## config.mk

```make
export PLATFORM = sky130hd
export DESIGN_NAME = prng_stream
export DESIGN_NICKNAME = d
export VERILOG_FILES = /design/src/rtl/prng_pkg.sv /design/src/rtl/prng_lfsr_w.sv /design/src/rtl/prng_stream.sv
export SDC_FILE = /design/constraint.sdc
export NUM_CORES = 1
export LEC_CHECK = 0
export BUFFER_PORTS_ARGS = -buffer_cell sky130_fd_sc_hd__buf_2
export CORE_ASPECT_RATIO = 1.5
export CORE_UTILIZATION = 50
export DETAILED_ROUTE_END_ITERATION = 8
export PLACE_DENSITY = 0.73
export SYNTH_ARGS = -nofsm -noshare
export SYNTH_HDL_FRONTEND = slang
export SYNTH_HIERARCHICAL = 1
export SYNTH_SLANG_ARGS = --single-unit
```

## constraint.sdc

```tcl
create_clock -name clk -period 2.1 [get_ports clk]
set_clock_uncertainty 0.05 [all_clocks]
set_input_delay 0.42 -clock clk [delete_from_list [all_inputs] [get_ports clk]]
set_output_delay 0.42 -clock clk [all_outputs]
set_load 0.02 [all_outputs]
```

## src/rtl/prng_pkg.sv

```systemverilog
// Shared types, default tap/seed constants and the LFSR step for the PRNG stream block.
package prng_pkg;

  typedef enum logic [1:0] {
    ST_IDLE  = 2'b00,
    ST_SHIFT = 2'b01,
    ST_OUT   = 2'b10
  } prng_state_e;

  localparam logic [7:0]  TAPS_W8  = 8'hB8;
  localparam logic [7:0]  SEED_W8  = 8'h01;
  localparam logic [15:0] TAPS_W16 = 16'hB400;
  localparam logic [15:0] SEED_W16 = 16'hACE1;
  localparam logic [31:0] TAPS_W32 = 32'h80200003;
  localparam logic [31:0] SEED_W32 = 32'h02468ACD;

  localparam int MAX_W = 64;

  // Operands are zero-extended to MAX_W; truncating the result to W gives
  // {lfsr[W-2:0], ^(lfsr & taps)} for any W <= MAX_W.
  function automatic logic [MAX_W-1:0] next_lfsr(input logic [MAX_W-1:0] lfsr,
                                                 input logic [MAX_W-1:0] taps);
    return {lfsr[MAX_W-2:0], ^(lfsr & taps)};
  endfunction

endpackage

```

## src/rtl/prng_lfsr_w.sv

```systemverilog
// W-bit Fibonacci LFSR register with seed load (zero replaced by SEED) and shift enable.
module prng_lfsr_w
  import prng_pkg::*;
#(
  parameter int             W    = 32,
  parameter logic [W-1:0]   TAPS = TAPS_W32,
  parameter logic [W-1:0]   SEED = SEED_W32
) (
  input  logic         clk_i,
  input  logic         rstn_i,
  input  logic         load_i,
  input  logic [W-1:0] load_val_i,
  input  logic         shift_en_i,
  output logic [W-1:0] lfsr_o
);

  logic [W-1:0] lfsr_q;
  logic [W-1:0] lfsr_d;
  logic [W-1:0] lfsr_step;

  assign lfsr_step = W'(next_lfsr(MAX_W'(lfsr_q), MAX_W'(TAPS)));

  // Load wins over shift; a zero seed would lock the LFSR, so it becomes SEED.
  always_comb begin
    lfsr_d = lfsr_q;
    if (load_i) begin
      lfsr_d = (load_val_i == '0) ? SEED : load_val_i;
    end else if (shift_en_i) begin
      lfsr_d = lfsr_step;
    end
  end

  always_ff @(posedge clk_i or negedge rstn_i) begin
    if (!rstn_i) begin
      lfsr_q <= SEED;
    end else begin
      lfsr_q <= lfsr_d;
    end
  end

  assign lfsr_o = lfsr_q;

endmodule

```

## src/rtl/prng_stream.sv

```systemverilog
// On request, steps the LFSR SHIFT_CYC times, then streams the word LSB chunk first over valid/ready.
module prng_stream
  import prng_pkg::*;
#(
  parameter int           W         = 32,
  parameter int           OW        = 8,
  parameter logic [W-1:0] TAPS      = TAPS_W32,
  parameter logic [W-1:0] SEED      = SEED_W32,
  parameter int           SHIFT_CYC = 32
) (
  input  logic          clk,
  input  logic          rstn,
  input  logic          seed_load,
  input  logic [W-1:0]  seed_in,
  input  logic          get_random,
  input  logic          out_ready,
  output logic          out_valid,
  output logic [OW-1:0] data_out,
  output logic          busy
);

  localparam int         NCHUNK     = W / OW;
  localparam int         CW         = $clog2(NCHUNK);
  localparam logic [7:0] SHIFT_LAST = 8'(SHIFT_CYC - 1);
  localparam logic [CW-1:0] CHUNK_LAST = CW'(NCHUNK - 1);

  // Handshake: a beat transfers on a rising edge where out_valid && out_ready;
  // out_valid never drops and data_out never changes until that beat transfers.

  prng_state_e   state_q;
  logic [7:0]    shift_cnt_q;
  logic [CW-1:0] chunk_cnt_q;
  logic [CW-1:0] chunk_cnt_d;
  logic          out_valid_q;
  logic          busy_q;
  logic [W-1:0]  lfsr;
  logic          lfsr_load;
  logic          lfsr_shift;

  function automatic logic [OW-1:0] chunk_of(input logic [W-1:0] v, input logic [CW-1:0] idx);
    return v[int'(idx) * OW +: OW];
  endfunction

  assign lfsr_load   = (state_q == ST_IDLE) && seed_load;
  assign lfsr_shift  = (state_q == ST_SHIFT);
  assign chunk_cnt_d = chunk_cnt_q + CW'(1);

  prng_lfsr_w #(
    .W    (W),
    .TAPS (TAPS),
    .SEED (SEED)
  ) u_lfsr (
    .clk_i      (clk),
    .rstn_i     (rstn),
    .load_i     (lfsr_load),
    .load_val_i (seed_in),
    .shift_en_i (lfsr_shift),
    .lfsr_o     (lfsr)
  );

  always_ff @(posedge clk or negedge rstn) begin
    if (!rstn) begin
      state_q     <= ST_IDLE;
      shift_cnt_q <= '0;
      chunk_cnt_q <= '0;
      out_valid_q <= 1'b0;
      busy_q      <= 1'b0;
    end else begin
      case (state_q)
        ST_IDLE: begin
          // A seed load in the same cycle swallows the request.
          if (get_random && !seed_load) begin
            state_q     <= ST_SHIFT;
            shift_cnt_q <= '0;
            busy_q      <= 1'b1;
          end
        end
        ST_SHIFT: begin
          shift_cnt_q <= shift_cnt_q + 8'd1;
          if (shift_cnt_q == SHIFT_LAST) begin
            state_q     <= ST_OUT;
            chunk_cnt_q <= '0;
            out_valid_q <= 1'b1;
          end
        end
        ST_OUT: begin
          if (out_ready) begin
            if (chunk_cnt_q == CHUNK_LAST) begin
              state_q     <= ST_IDLE;
              out_valid_q <= 1'b0;
              busy_q      <= 1'b0;
            end else begin
              chunk_cnt_q <= chunk_cnt_d;
            end
          end
        end
        default: begin
          state_q     <= ST_IDLE;
          out_valid_q <= 1'b0;
          busy_q      <= 1'b0;
        end
      endcase
    end
  end

  assign out_valid = out_valid_q;
  assign busy      = busy_q;
  assign data_out  = out_valid_q ? chunk_of(lfsr, chunk_cnt_q) : '0;

endmodule

```

== Yosys cells after proc, flatten, opt, wreduce, memory -nomap -nowiden ==
Cells that the tools add are included.

* Register bits: 46
* Output and inout bits: 10
* Logic and storage cells: 55

* $add $sub $neg: 2
* Equality and inequality tests: 9
* Shifts and indexed selects: 1
* Muxes and demuxes: 21
* Bitwise operators: 2
* Reductions and logical operators: 14

{| class="wikitable"
|+ Operators with widths
! cell !! count
|-
| 32-bit two-way mux || 3
|-
| 64-bit XOR reduction || 1
|-
| 32-bit zero test || 1
|-
| 32-bit by 6-bit variable part select with 8-bit output || 1
|-
| 8-bit two-way mux || 2
|-
| 8-bit one-hot mux with 2 select lines || 1
|-
| 4-bit AND reduction || 4
|-
| 2-bit two-way mux || 7
|-
| 8-bit by 1-bit adder with 8-bit output (second input constant) || 1
|-
| 8-bit by 5-bit equality test with 1-bit output (second input constant) || 1
|-
| 2-bit inequality test (second input constant) || 3
|-
| 1-bit one-hot mux with 3 select lines || 2
|-
| 2-bit one-hot mux with 3 select lines || 1
|-
| 2-bit nonzero test || 3
|-
| 2-bit equality test (second input constant) || 2
|-
| 1-bit two-way mux || 4
|-
| 2-bit by 1-bit inequality test with 1-bit output (second input constant) || 2
|-
| 2-bit one-hot mux with 2 select lines || 1
|-
| 2-bit by 1-bit adder with 2-bit output (second input constant) || 1
|-
| 2-bit by 1-bit equality test with 1-bit output (second input constant) || 1
|-
| 1-bit logical AND || 2
|-
| 2-bit zero test || 1
|-
| 1-bit inverter || 2
|-
| 2-bit AND reduction || 1
|-
| 1-bit zero test || 1
|}

== Logic depth before layout (Yosys ltp) ==
* Word-level depth: 4
* Gate-level depth with buffers: 8

== Cells and area by module ==
Netlist, hierarchy kept.

{| class="wikitable"
|+ Modules (own cells, without submodules)
! module !! instances !! cells an instance !! area each (um^2)
|-
| prng_lfsr_w || 1 || 164 || 1640.3
|-
| prng_stream || 1 || 96 || 987.2
|}

== Least setup slack after synthesis ==
No wires, ideal clock.

* Path kind: reg2out
* Start: register chunk_cnt_q[0]
* End: output port data_out[0]
* Arrival time: 1.258 ns
* Slack: 0.372 ns
* Cell stages (with the launch flop): 4
* Cells stage by stage: dfrtp_1 buf_6 mux4_2 and2_1

* Longest elaborated chain between the ends: 2

{| class="wikitable"
|+ Ends and longest elaborated chain
! item !! line !! text
|-
| start, declared || prng_stream.sv:32 || <nowiki>logic [CW-1:0] chunk_cnt_q;</nowiki>
|-
| start signal, assigned || prng_stream.sv:93 || <nowiki>chunk_cnt_q <= chunk_cnt_d;</nowiki>
|-
| 32-bit by 6-bit variable part select with 8-bit output || prng_stream.sv:41 || <nowiki>return v[int'(idx) * OW +: OW];</nowiki>
|-
| 8-bit two-way mux || prng_stream.sv:108 || <nowiki>assign data_out = out_valid_q ? chunk_of(lfsr, chunk_cnt_q) : '0;</nowiki>
|-
| end, declared || prng_stream.sv:18 || <nowiki>output logic [OW-1:0] data_out,</nowiki>
|}

Every way passes these cells.

== Worst setup path after layout ==
* Start: register chunk_cnt_q[0]
* End: output port data_out[7]

Same word-level chain as after synthesis.

==> metrics.md <==
| Metric | Value |
|---|---|
| Status | `complete, but fails checks` |
| Failing checks | `setup timing` |
| Main combinational cell family by area after synthesis | `simple AND/OR/NAND/NOR gates` |
| Mapped Cells | `260` |
| Slew margin rel. | `59.93%` |
| Peak VDD IR | `0.0006714 V` |
| Congestion Overflow GR | `0` |
| Routed vias/inst | `5.765` |
| CP Cell Sequence | `buf_6 -> mux4_2 -> and2_4 -> buf_6` |
| Measured slew at the worst slew-check pin | `595.5 ps` |
| Area Growth Syn to Fin | `18.81%` |
| Fin crit period | `2170 ps` |
| #FFs+latches synth | `46` |
| Synthesized Nets | `299` |
| # IOs | `47` |
| Worst endpoint required time | `1630 ps` |
| Initial detailed-routing violation count | `121` |
| Residual DRC | `0` |
| RR Startpoint | `state_q[1]$_DFFE_PN0P_` |
| Critical Path AT | `1700 ps` |
| Slew Viols, Final | `0` |
| Critical Path End | `data_out[7]` |
| Max Clk Rate | `0.4609 GHz` |
| Synth area leaders | `dfrtp_1, dfstp_2, mux2i_1, mux4_2, o21ai_0` |
| Antenna violations before repair | `0` |
| Clk root buf | `clkbuf_8` |
| Synth cell types | `42` |
| PnR Total Power | `4.092 mW` |
| RSZ-0062 raised after global routing | `yes` |
| Post-synth top cells | `dfrtp_1, o21ai_0, nand2_1` |
| CTS clk-pin slew, worst paths | `90 ps` |
| CTS tree | `done` |
| Synth Area in Adders | `0.9524%` |
| Crit path top cell by count | `buf_6` |
| Area after DPL | `2920 um^2` |
| Initial DRT Pass Iterations | `4` |
| Worst reg2reg path depth | `6` |
| Total CTS buffers | `5` |
| # port buffers | `46` |
| Tcrit/Tclk final | `103.3%` |
| Antenna cells | `0` |
| Critical path type | `reg2out` |
| Die height | `90.79 um` |
| Vias | `2,156` |
| Antenna Nets Post-Route | `0` |
| H-tree levels | `2` |
| Leak Pwr | `1.412 nW` |
| # nets final | `344` |
| Most common cell in the netlist | `dfrtp_1` |
| Worst setup SP type | `flop` |
| First-pass GRT wire length | `10,230 um` |
| GPL Wtd Cong | `0.8069` |
| Die area | `5555 um^2` |
| Total track usage | `25.14%` |
| Power per standard cell area | `1311 nW/um^2` |
| EDFF count, synth | `0` |
| Max clock buf depth | `2` |
| DP HPWL | `4385 um` |
| Pin count of the biggest net entering global routing | `65` |
| Crit path from | `chunk_cnt_q[0]$_DFFE_PN0P_` |
| Placed Cells | `364` |
| Clk sinks | `46` |
| Mapped Avg Cell Area | `10.11 um^2` |
| Max FO, Critical Path | `4` |
| Worst-skew pair later-pin latency | `300 ps` |
| Wirelength, routed | `6249 um` |
| Cts hold-fix bufs | `0` |
| Primary FF master, synth | `dfrtp_1` |
| Mapped cell area | `2628 um^2` |
| Crit path max-delay cell type | `mux4_2` |
| Area of the core | `5085 um^2` |
| Final setup violation count | `8` |
| Sequential share of the synthesized area | `44.38%` |
| Row cnt | `32` |
| Yosys top cell by area | `dfrtp_1` |
| FFs w/ async S/R, synth | `100.0%` |
| Non-Filler Instances | `374` |
| Mux cell area share after synthesis | `15.24%` |
| Worst R2R End | `u_lfsr/lfsr_o[0]$_DFFE_PN1P_` |
| Final setup margin | `-69.69 ps` |
| CP Capture Type | `output port` |
| XOR/XNOR Fraction of Synth Area | `1.238%` |
| Synth Area in Simple Gates | `17.67%` |
| Layout cell share with drive strength beyond 1 | `32.03%` |
| CP peak stage delay | `520 ps` |
| Final Hold Vio Count | `0` |
| WL/cell | `16.71 um` |
| Synth Area in Compound Gates | `14.52%` |
| HP Class | `in2async` |
| Reg2reg setup slack | `310 ps` |
| Final Cell Area | `3122 um^2` |
| MaxCap Viol Count | `0` |
| Die width | `61.19 um` |
| Initial core utilization | `51.67%` |
| Vias in the first global route | `2,125` |
| Yosys warnings | `6` |
| Synth top area share | `32.38%` |
## routing by layer
layer	track usage, %	vias up	wire length, um
li1	-	1024	-
met1	33.49	1058	2582
met2	40.31	61	3280
met3	4.441	13	258
met4	8.523	0	128
met5	0	-	0
## power breakdown
part           leakage, nW  internal, mW  switching (mW)
combinational        0.819         0.856           0.748
sequential           0.543          1.38           0.429
clock               0.0504         0.354           0.322
## registers in the layout (all words and copies together), names as in the netlist
signal	flops
busy	1
out_valid	1
chunk_cnt_q	2
shift_cnt_q	8
state_q	2
u_lfsr/lfsr_o	32
## per-stage QoR
stage               utilization, %  setup WS [ps]  setup TNS, ps  hold WS, ps
detailed placement           57.43          148.1              0        430.6
CTS                          60.90         -95.95         -414.3        164.0
floorplan                        -          372.5              0        74.41
finish                       61.39         -69.69         -369.5        133.9
global placement             57.43          200.7              0        412.3
global route                 61.39         -119.2         -710.6        198.8
## layout make-up
type	count	area [um^2]
Clock buffer	5	68.82
Clock inverter	3	45.04
Fill cell	444	1963
Inverter	14	52.55
Multi-Input combinational cell	183	1329
Sequential cell	46	1169
Tap cell	68	85.08
Timing Repair Buffer	55	372.9
## worst max-delay path: cells and delay by family (launching register included)
| kind | cells | cell delay (ps) |
|---|---|---|
| and+or+nand+nor | 1 | 180 |
| DFF | 1 | 440 |
| muxes | 1 | 520 |
| buffers and inverters | 2 | 260 |
## kinds of logic (layout without fill, tap and decap cells)
| kind of cell | count (synthesis) | count (layout) |
|---|---|---|
| simple gates | 85 | 85 |
| compound gates | 64 | 64 |
| flops | 46 | 46 |
| buf+inv | 31 | 77 |
| mux | 30 | 30 |
| fa+ha+maj | 2 | 2 |
| xor+xnor | 2 | 2 |
## layout by cell type, fill, tap and decap left out, types with 2 or more instances in the layout
master      instances
dfrtp_2             2
a211oi_1           11
nor4_1              8
buf_4               7
nand2_1            29
mux2i_1            22
ha_1                2
dfrtp_1            32
inv_1              13
dfstp_2            12
nor2b_1            15
nand3_1             3
nor3_1              2
clkinvlp_4          2
nor2_1              4
clkbuf_8            5
and2_4              8
buf_12              2
a31oi_1            13
mux4_2              8
nand4_1             4
o21ai_0            31
a21oi_1             4
buf_2              38
and3_1              2
buf_6               8
## repair_timing
item,in CTS,in global routing
hold endpoints to repair,0,0
gates resized for setup,22,4
setup endpoints to repair,8,8
setup buffers,0,2
## worst min-delay path by stage
stage	start	to	slack (ps)	cells after the start
floorplan	rstn	busy$_DFFE_PN0P_	70	0
global placement	shift_cnt_q[7]$_DFFE_PN0P_	shift_cnt_q[7]$_DFFE_PN0P_	410	1
detailed placement	shift_cnt_q[7]$_DFFE_PN0P_	shift_cnt_q[7]$_DFFE_PN0P_	430	1
CTS	rstn	u_lfsr/lfsr_o[30]$_DFFE_PN0P_	160	2
global route	rstn	state_q[1]$_DFFE_PN0P_	200	2
finish	rstn	out_valid$_DFFE_PN0P_	130	2
Power figures use the tool's default switching activity.
